===== src/rtl/adder_pkg.sv =====
// adder_pkg: shared constants and types for the registered 8-bit adder.
//   ADDER_WIDTH - operand width in bits
//   result_t    - full-width result {carry-out, sum}, one bit wider than the operands
package adder_pkg;

  localparam int ADDER_WIDTH = 8;

  typedef logic [ADDER_WIDTH:0] result_t;

endpackage


===== src/rtl/full_adder.sv =====
// full_adder: one-bit combinational full adder, the unit cell of the ripple chain.
// Ports:
//   x, y - operand bits
//   ci   - carry in
//   s    - sum bit
//   co   - carry out
module full_adder (
  input  logic x,
  input  logic y,
  input  logic ci,
  output logic s,
  output logic co
);

  logic p;

  // Propagate term is shared by the sum and the carry.
  assign p  = x ^ y;
  assign s  = p ^ ci;
  assign co = (x & y) | (ci & p);

endmodule


===== src/rtl/adder8.sv =====
// adder8: registered 8-bit ripple-carry adder, {cout, sum} = a + b + cin.
// Operands sampled on a rising edge appear on the outputs right after that edge.
// Ports:
//   clk       - clock, rising edge
//   rst       - synchronous active-high reset
//   in_valid  - a/b/cin carry an operation this cycle
//   a, b      - unsigned 8-bit operands
//   cin       - carry in
//   sum       - registered result bits [7:0]
//   cout      - registered carry out (result bit 8)
//   out_valid - sum/cout were written by the previous edge
module adder8
  import adder_pkg::*;
(
  input  logic                   clk,
  input  logic                   rst,
  input  logic                   in_valid,
  input  logic [ADDER_WIDTH-1:0] a,
  input  logic [ADDER_WIDTH-1:0] b,
  input  logic                   cin,
  output logic [ADDER_WIDTH-1:0] sum,
  output logic                   cout,
  output logic                   out_valid
);

  logic [ADDER_WIDTH:0]   c;
  logic [ADDER_WIDTH-1:0] s_p0;
  result_t                res_p0;
  result_t                res_p1;
  logic                   vld_p1;

  // Stage p0: combinational ripple chain from the operand ports.
  assign c[0] = cin;

  for (genvar i = 0; i < ADDER_WIDTH; i++) begin : g_fa
    full_adder u_fa (
      .x  (a[i]),
      .y  (b[i]),
      .ci (c[i]),
      .s  (s_p0[i]),
      .co (c[i+1])
    );
  end

  assign res_p0 = {c[ADDER_WIDTH], s_p0};

  // Stage p1: result register. The result only updates on an accepted
  // operation so it holds through idle cycles; the valid flag follows
  // in_valid every cycle. Reset clears the result as well as the flag.
  always_ff @(posedge clk) begin
    if (rst) begin
      res_p1 <= '0;
      vld_p1 <= 1'b0;
    end else begin
      vld_p1 <= in_valid;
      if (in_valid) begin
        res_p1 <= res_p0;
      end
    end
  end

  assign sum       = res_p1[ADDER_WIDTH-1:0];
  assign cout      = res_p1[ADDER_WIDTH];
  assign out_valid = vld_p1;

endmodule


===== config.mk =====
export PLATFORM = sky130hd
export DESIGN_NAME = adder8
export DESIGN_NICKNAME = d
export VERILOG_FILES = /design/src/rtl/adder_pkg.sv /design/src/rtl/full_adder.sv /design/src/rtl/adder8.sv
export SDC_FILE = /design/constraint.sdc
export NUM_CORES = 1
export LEC_CHECK = 0
export CELL_PAD_IN_SITES_DETAIL_PLACEMENT = 1
export CELL_PAD_IN_SITES_GLOBAL_PLACEMENT = 1
export CORE_MARGIN = 10
export CORE_UTILIZATION = 24
export CTS_BUF_LIST = sky130_fd_sc_hd__clkbuf_16
export CTS_CLUSTER_DIAMETER = 120
export CTS_CLUSTER_SIZE = 25
export DETAILED_ROUTE_END_ITERATION = 10
export GPL_TIMING_DRIVEN = 1
export PLACE_DENSITY_LB_ADDON = 0.1
export SETUP_SLACK_MARGIN = 0.5
export SYNTH_ARGS = -nofsm -noshare
export SYNTH_HDL_FRONTEND = slang
export SYNTH_SLANG_ARGS = --single-unit

===== constraint.sdc =====
create_clock -name clk -period 4.25 [get_ports clk]
set_input_delay 1.0625 -clock clk [delete_from_list [all_inputs] [get_ports clk]]
set_output_delay 1.0625 -clock clk [all_outputs]
set_load 0.05 [all_outputs]

Word-level counts from Yosys, hierarchy flattened
Index checks and enable logic that the tools add are counted.
- add/subtract/negate cells: 0
- $mul: 0
- div/mod/pow operators: 0
- magnitude comparators: 0
- equality and inequality tests: 0
- shift-type cells: 0
- multiplexer cells: 0
- bitwise gates (word level): 40
- reduce and logical (&&, ||, !) cells: 0
- operator list (operator ; number):
    bitwise AND 1 bit ; 16
    XOR 1 bit ; 16
    bitwise OR 1 bit ; 8
- register bits: 10
- latch bits: 0
- bits in writable memories: 0
- memory bits (read-only): 0
- output and inout bits: 10
- word-level logic and storage cells: 42
- memories: 0

Logic depth before layout (Yosys ltp)
Gate-level depths: netlist (run 1).
- depth in word-level cells: 17
- mapped depth: 12

By module
A second synthesis (run 1) with hierarchy kept.
- cell total of the unflattened synthesis: 39
- area total of the unflattened synthesis: 506.7 µm²
- modules (own cells, without submodules) (module ; times used ; cells each ; area an instance (µm²) ; seq. area each (µm²)):
    adder8 ; 1 ; 31 ; 346.6 ; 200.2
    full_adder ; 8 ; 1 ; 20.0 ; 0.0

Worst setup path after synthesis (run 1)
Ideal clock, no wire load.
- path type: input to register
- from: input a[0]
- to: register res_p1[7]
- data arrival time: 4.240 ns
- data required time: 4.170 ns
- slack: -0.069 ns
- cell stages on the path: 12
- cells stage by stage: inv_1 fa_1 inv_1 fa_1 fa_1 fa_1 fa_1 fa_1 fa_1 inv_1 fa_1 a211oi_2
- cells in the longest elaborated chain, start to end: 16
- elaborated cells on any way between the ends: 17
- classes of those cells: bitwise: 17
- RTL lines (element ; line ; text):
    start, declared ; adder8.sv:18 ; input logic [ADDER_WIDTH-1:0] a,
    XOR 1 bit ; full_adder.sv:18 ; assign p = x ^ y;
    bitwise AND 1 bit ; full_adder.sv:20 ; assign co = (x & y) | (ci & p);
    bitwise OR 1 bit * ; full_adder.sv:20 ;
    bitwise AND 1 bit * ; full_adder.sv:20 ;
    bitwise OR 1 bit * ; full_adder.sv:20 ;
    bitwise AND 1 bit * ; full_adder.sv:20 ;
    bitwise OR 1 bit * ; full_adder.sv:20 ;
    bitwise AND 1 bit * ; full_adder.sv:20 ;
    bitwise OR 1 bit * ; full_adder.sv:20 ;
    bitwise AND 1 bit * ; full_adder.sv:20 ;
    bitwise OR 1 bit * ; full_adder.sv:20 ;
    bitwise AND 1 bit * ; full_adder.sv:20 ;
    bitwise OR 1 bit * ; full_adder.sv:20 ;
    bitwise AND 1 bit * ; full_adder.sv:20 ;
    bitwise OR 1 bit * ; full_adder.sv:20 ;
    XOR 1 bit * ; full_adder.sv:19 ; assign s = p ^ ci;
    end signal, assigned ; adder8.sv:57 ; res_p1 <= res_p0;
    end, declared ; adder8.sv:29 ; result_t res_p1;
Every way passes the cells marked *; elsewhere a longest branch is shown, timed or not.
A chain may end at the register's enable or synchronous reset.

Final worst setup path (run 1)
Same ends and word-level chain as after synthesis.

==> results of run 1 <==
cells by family (layout without fill, tap and decap cells):
logic type / after synthesis / count (layout) / share of synthesized area
adder cells (fa/ha/maj): 8 / 8 / 0.300
flip-flops: 10 / 10 / 0.375
AND/OR/NAND/NOR: 10 / 10 / 0.0749
AO/OA/AOI/OAI: 3 / 3 / 0.0609
buffers and inverters: 9 / 40 / 0.0773
multiplexers: 6 / 6 / 0.112
path summary, 6_finish.rpt:
check	start	to
max	a[0]	res_p1[7]
min	res_p1[0]	res_p1[0]
max reg2reg	res_p1[0]	res_p1[0]
min reg2reg	res_p1[0]	res_p1[0]
routing by layer:
metal	up-vias	GRT usage
met5	-	0
met4	0	0.00769
met3	0	0.0479
met2	20	0.114
met1	206	0.0590
li1	203	-
critical path, delay by kind of cell:
kind	cells	cell delay, ps
AO/OA/AOI/OAI	1	170
adder cells (fa/ha/maj)	8	2750
buffers and inverters	4	260
layout make-up:
type | instances | area, um^2 | area share
Clock buffer | 3 | 75.1 | 0.0777
Clock inverter | 1 | 3.75 | 0.00389
Inverter | 7 | 43.8 | 0.0453
Multi-Input combinational cell | 27 | 313 | 0.324
Sequential cell | 10 | 200 | 0.207
Tap cell | 28 | 35.0 | 0.0363
Timing Repair Buffer | 29 | 295 | 0.306
flip-flops by register name, summed over array words and instances (netlist names):
| name | flops |
|---|---|
| res_p1 | 9 |
| out_valid | 1 |
layout by cell type (no fill, tap or decap), drive strengths merged, types with 2 or more instances in the layout:
cell and n:
a211oi 3, buf 3, clkbuf 3, clkdlybuf4s50 24, dfxtp 10, dlygate4sd2 2, fa 8, inv 7
mux2i 6, nor2 9
where the power goes:
part / total (mW) / internal, mW / switching (mW)
Combinational: 0.111 / 0.0493 / 0.0615
Clock: 0.164 / 0.123 / 0.0413
Sequential: 0.108 / 0.104 / 0.00472
Total: 0.384 / 0.276 / 0.108
per-stage QoR:
step,hold slack (ps),power (mW),utilization
floorplan,701,0.175,-
global placement,474,0.222,0.407
detailed placement,481,0.223,0.407
CTS,492,0.394,0.445
global route,524,0.407,0.445
finish,486,0.384,0.445
what timing repair did:
item | in CTS | in global routing
setup endpoints to repair | 4 | 3
pin swaps | 10 | 7
resized for setup | 20 | 0
hold buffers | 0 | 0
==> metrics.txt, run 1 <==
area grow syn2layout 80.8%; Slew HR 0.589; CTS clk-pin slew, worst paths 40 ps; GRT Residual Overflow 0; Root Driver clkbuf_16; most frequent CP cell fa_2; largest net degree at the start of global routing 14; core area 2170 um^2; Worst Path Required 4400 ps; Setup CP Type input pin to register; R2R cell count 2; Met2 Wirelength 703 um; most frequent cell after synthesis dfxtp_1; final setup fails 0; global placement routability congestion 0.698; CTS Buf Count 3; Post-Route WL 1.36 mm; Mapped Area 534 um^2; pre-CTS setup slack -589 ps; endpoint class of the critical path register; Seq/Total Area, Yosys 0.375; CTS tree done; global-route wire length before repair 2.19 mm; Post-Syn Instances 46; die area about 4500 um^2; fillers 244; Nets 106; Critical Path Start Type input pin; clock sink count 10; final setup margin roughly 170 ps; synth warn 0; Worst path slowest cell fa_2; top post-synthesis cells by area dfxtp_1 (37%), fa_1 (30%), mux2i_1 (11%); DR iter-0 viols 5; average routed wire per standard cell 12.9 um; die width 67.2 um; fin crit period 4080 ps; Tightest Pin Transition between 600 and 700 ps; Longest Clk Path Bufs 2; Final Cell Area 966 um^2; share of cells above drive strength 1 0.273; IO buf count 29; # placed instances 101; Rows 17; hold-critical path depth 2; Yosys reg bits 10; Total GRT Usage 0.0638; RSZ-0062 raised after global routing yes; area leader, netlist dfxtp_1; number of diodes 0; setup TNS 0 ps; status finished, final reports clean; Max H-tree Level 1; DR vias 429; HP Class register to register; post-synthesis async set-or-reset flop share 0; Max IR drop VDD ~210 uV; Critical Path Max Stage Delay ~430 ps; Initial Util 0.246; Synth Flop Type dfxtp_1; Netlist cell types 10; die height about 67 um; crit path cell chain buf_8 > inv_12 > fa_2 > inv_2 > fa_2 > fa_2 > fa_2 > fa_2 > fa_2 > fa_2 > inv_2 > fa_2 > a211oi_2; Max Used Layer met3; Synth top area share 0.375; crit path DAT 4230 ps; Syn Nets 74; Hold Violations, Final 0; Leak 0.389 nW; DRC Markers 0; pwr dens just under 400 nW/um^2; DP HPWL 1.15 mm; max-slew violations 0; met3 WL around 160 um; detailed-router iteration count before antenna repair 2; Post-synth EDFFs 0; number of global-route vias before repair 502; Fmax 0.245 GHz; DP Area 882 um^2; Skew-Pair Late Insertion Delay 230 ps; max cap viols 0; Finished Layout Cells 105; Clock Skew 0 ps; Mean Syn Cell Area around 12 um^2; r2r setup slk 3590 ps; final antenna-violating net count 0; # Post-CTS Setup Buffers 0; top post-synthesis cells by count dfxtp_1 (10), nor2_1 (9), fa_1 (8); via/cell ratio 4.09; initial antenna violation count 0; M1 wire length 492 um; final worst path period share 0.960; critical path fanouts, max 1; # IOs 30
No activity file was read; power rests on OpenSTA's default activity.
==> inputs of run 2 (changes only) <==
--- a/config.mk
+++ b/config.mk
@@ -7,7 +7,7 @@
 export LEC_CHECK = 0
 export CELL_PAD_IN_SITES_DETAIL_PLACEMENT = 1
 export CELL_PAD_IN_SITES_GLOBAL_PLACEMENT = 1
-export CORE_MARGIN = 10
+export CORE_MARGIN = 2
 export CORE_UTILIZATION = 24
 export CTS_BUF_LIST = sky130_fd_sc_hd__clkbuf_16
 export CTS_CLUSTER_DIAMETER = 120
==> metrics.txt, run 2 (synthesis gave the netlist of run 1 again) <==
status finished, final reports clean; max-slew violations 0 (unchanged); area grow syn2layout 78.9%; core area 2150 um^2 (-0.98%); DR vias 421 (-1.9%); Root Driver clkbuf_16; # placed instances 101 (unchanged); RSZ-0062 raised after global routing yes; share of cells above drive strength 1 0.276 (+0.00359); GRT Residual Overflow 0 (unchanged); DRC Markers 0 (unchanged); crit path DAT 4250 ps (+20 ps); Max H-tree Level 1 (unchanged); via/cell ratio 4.05 (-0.92%); CP Launch Point a[0]; Largest Register res_p1; Post-Route WL 1.14 mm (-16%); Leak 0.385 nW (-1.0%); critical path fanouts, max 1 (unchanged); clock sink count 10 (unchanged); Fmax 0.244 GHz (-0.60%); Rows 17 (unchanged); R2R cell count 2 (unchanged); Setup CP Type input pin to register; Critical Path Start Type input pin; detailed-router iteration count before antenna repair 1 (-1); CTS clk-pin slew, worst paths 40 ps (about the same); commonest non-fill, non-tap cells in the layout clkdlybuf4s50_1 (24), dfxtp_1 (10), nor2_1 (9), fa_2 (8), mux2i_1 (6); final setup margin 144 ps (-24.7 ps); Skew-Pair Late Insertion Delay 230 ps (about the same); count of hold-fix buffers inserted at cts 0 (unchanged); Hold Violations, Final 0 (unchanged); endpoint class of the critical path register; sequential cell area 200 um^2 (unchanged); commonest non-fill, non-tap cell in the layout clkdlybuf4s50_1; number of diodes 0 (unchanged); # Post-CTS Setup Buffers 0 (unchanged); max FFs per register 9 (unchanged); initial antenna violation count 0 (unchanged); Worst Path Required 4400 ps (about the same); global-route wire length before repair 1.96 mm (-10%); fillers 239 (-2.0%); Tightest Pin Transition 623 ps (+8.85 ps); pre-CTS setup slack -617 ps (-28.8 ps); pwr dens 396 nW/um^2 (-0.37%); DP HPWL 921 um (-20%); fin crit period 4110 ps (+24.7 ps); r2r startpoint res_p1[0]; number of global-route vias before repair 463 (-7.8%); Clock Skew 0 ps (unchanged); final worst path period share 0.966 (+0.00580); Total GRT Usage 0.102 (+0.0383); Finished Layout Cells 104 (-0.95%); die area 2620 um^2 (-42%); hold-critical path depth 2 (unchanged); hold_sp res_p1[0]; Nets 106 (unchanged); die width 51.2 um (-24%); die height 51.2 um (-24%); DP Area 882 um^2 (unchanged); Initial Util 0.249 (+0.00244); DR iter-0 viols 0 (-5); Slew HR 0.583 (-0.00592); Final Cell Area 956 um^2 (-1.0%); area of the multi-input gates 313 um^2 (unchanged); max cap viols 0 (unchanged); CTS Buf Count 3 (unchanged); final setup fails 0 (unchanged); Longest Clk Path Bufs 2 (unchanged); IO buf count 29 (unchanged); global placement routability congestion 0.567 (-19%); final antenna-violating net count 0 (unchanged); average routed wire per standard cell 11.0 um (-15%); CTS tree done; HP Class register to register; # IOs 30 (unchanged); post-layout util 0.445 (about the same); Max IR drop VDD 226 uV (+6.2%); largest net degree at the start of global routing 14 (unchanged)
run 2: cell types whose count changed in the layout (fill, tap and decap cells not counted), sizes merged:
cell,delta
clkinv,-1
run 2: report_power, final:
group,internal [mW],switching (mW)
sequential,0.104,0.00450
combinational,0.0490,0.0612
clock,0.121,0.0382
total,0.274,0.104
run 2: area by class of cell:
cell class | instances | share of cell area
clock buffers | 3 | 0.0785
inverters | 7 | 0.0458
multi-input cells | 27 | 0.327
flip-flops and latches | 10 | 0.209
well taps | 28 | 0.0366
repair buffers | 29 | 0.302
run 2: critical path, cell delays in order:
cell	delay [ps]
buf_8	110
inv_12	40
fa_2	180
inv_2	40
fa_2	340
fa_2	360
fa_2	350
fa_2	350
fa_2	350
fa_2	360
inv_2	70
fa_2	430
a211oi_2	210
run 2: repair_timing:
item                                    CTS  global route
pin swaps                                 9            10
resized for setup                        20             0
endpoints found under the hold margin     0             0
endpoints found under the setup margin    4             3
run 2: worst paths after layout:
path,slack [ps],end
worst max-delay path,140,res_p1[7]
worst max register to register,3560,res_p1[0]
worst min-delay path,490,res_p1[0]
worst min register to register,490,res_p1[0]
run 2: stage by stage:
step	TNS [ps]	hold slack, ps	total power, mW
2_1_floorplan	0	701	0.175
3_3_place_gp	-998	470	0.221
3_5_place_dp	-1130	486	0.223
4_1_cts	0	494	0.386
5_1_grt	0	528	0.397
6_report	0	488	0.378
run 2: metal layers:
| metal | share of wire | track usage | vias up |
|---|---|---|---|
| met3 | 0.080 | 0.0439 | 0 |
| met4 | 0 | 0.0270 | 0 |
| li1 | - | - | 202 |
| met5 | 0 | 0 | - |
| met2 | 0.53 | 0.173 | 16 |
| met1 | 0.38 | 0.117 | 203 |
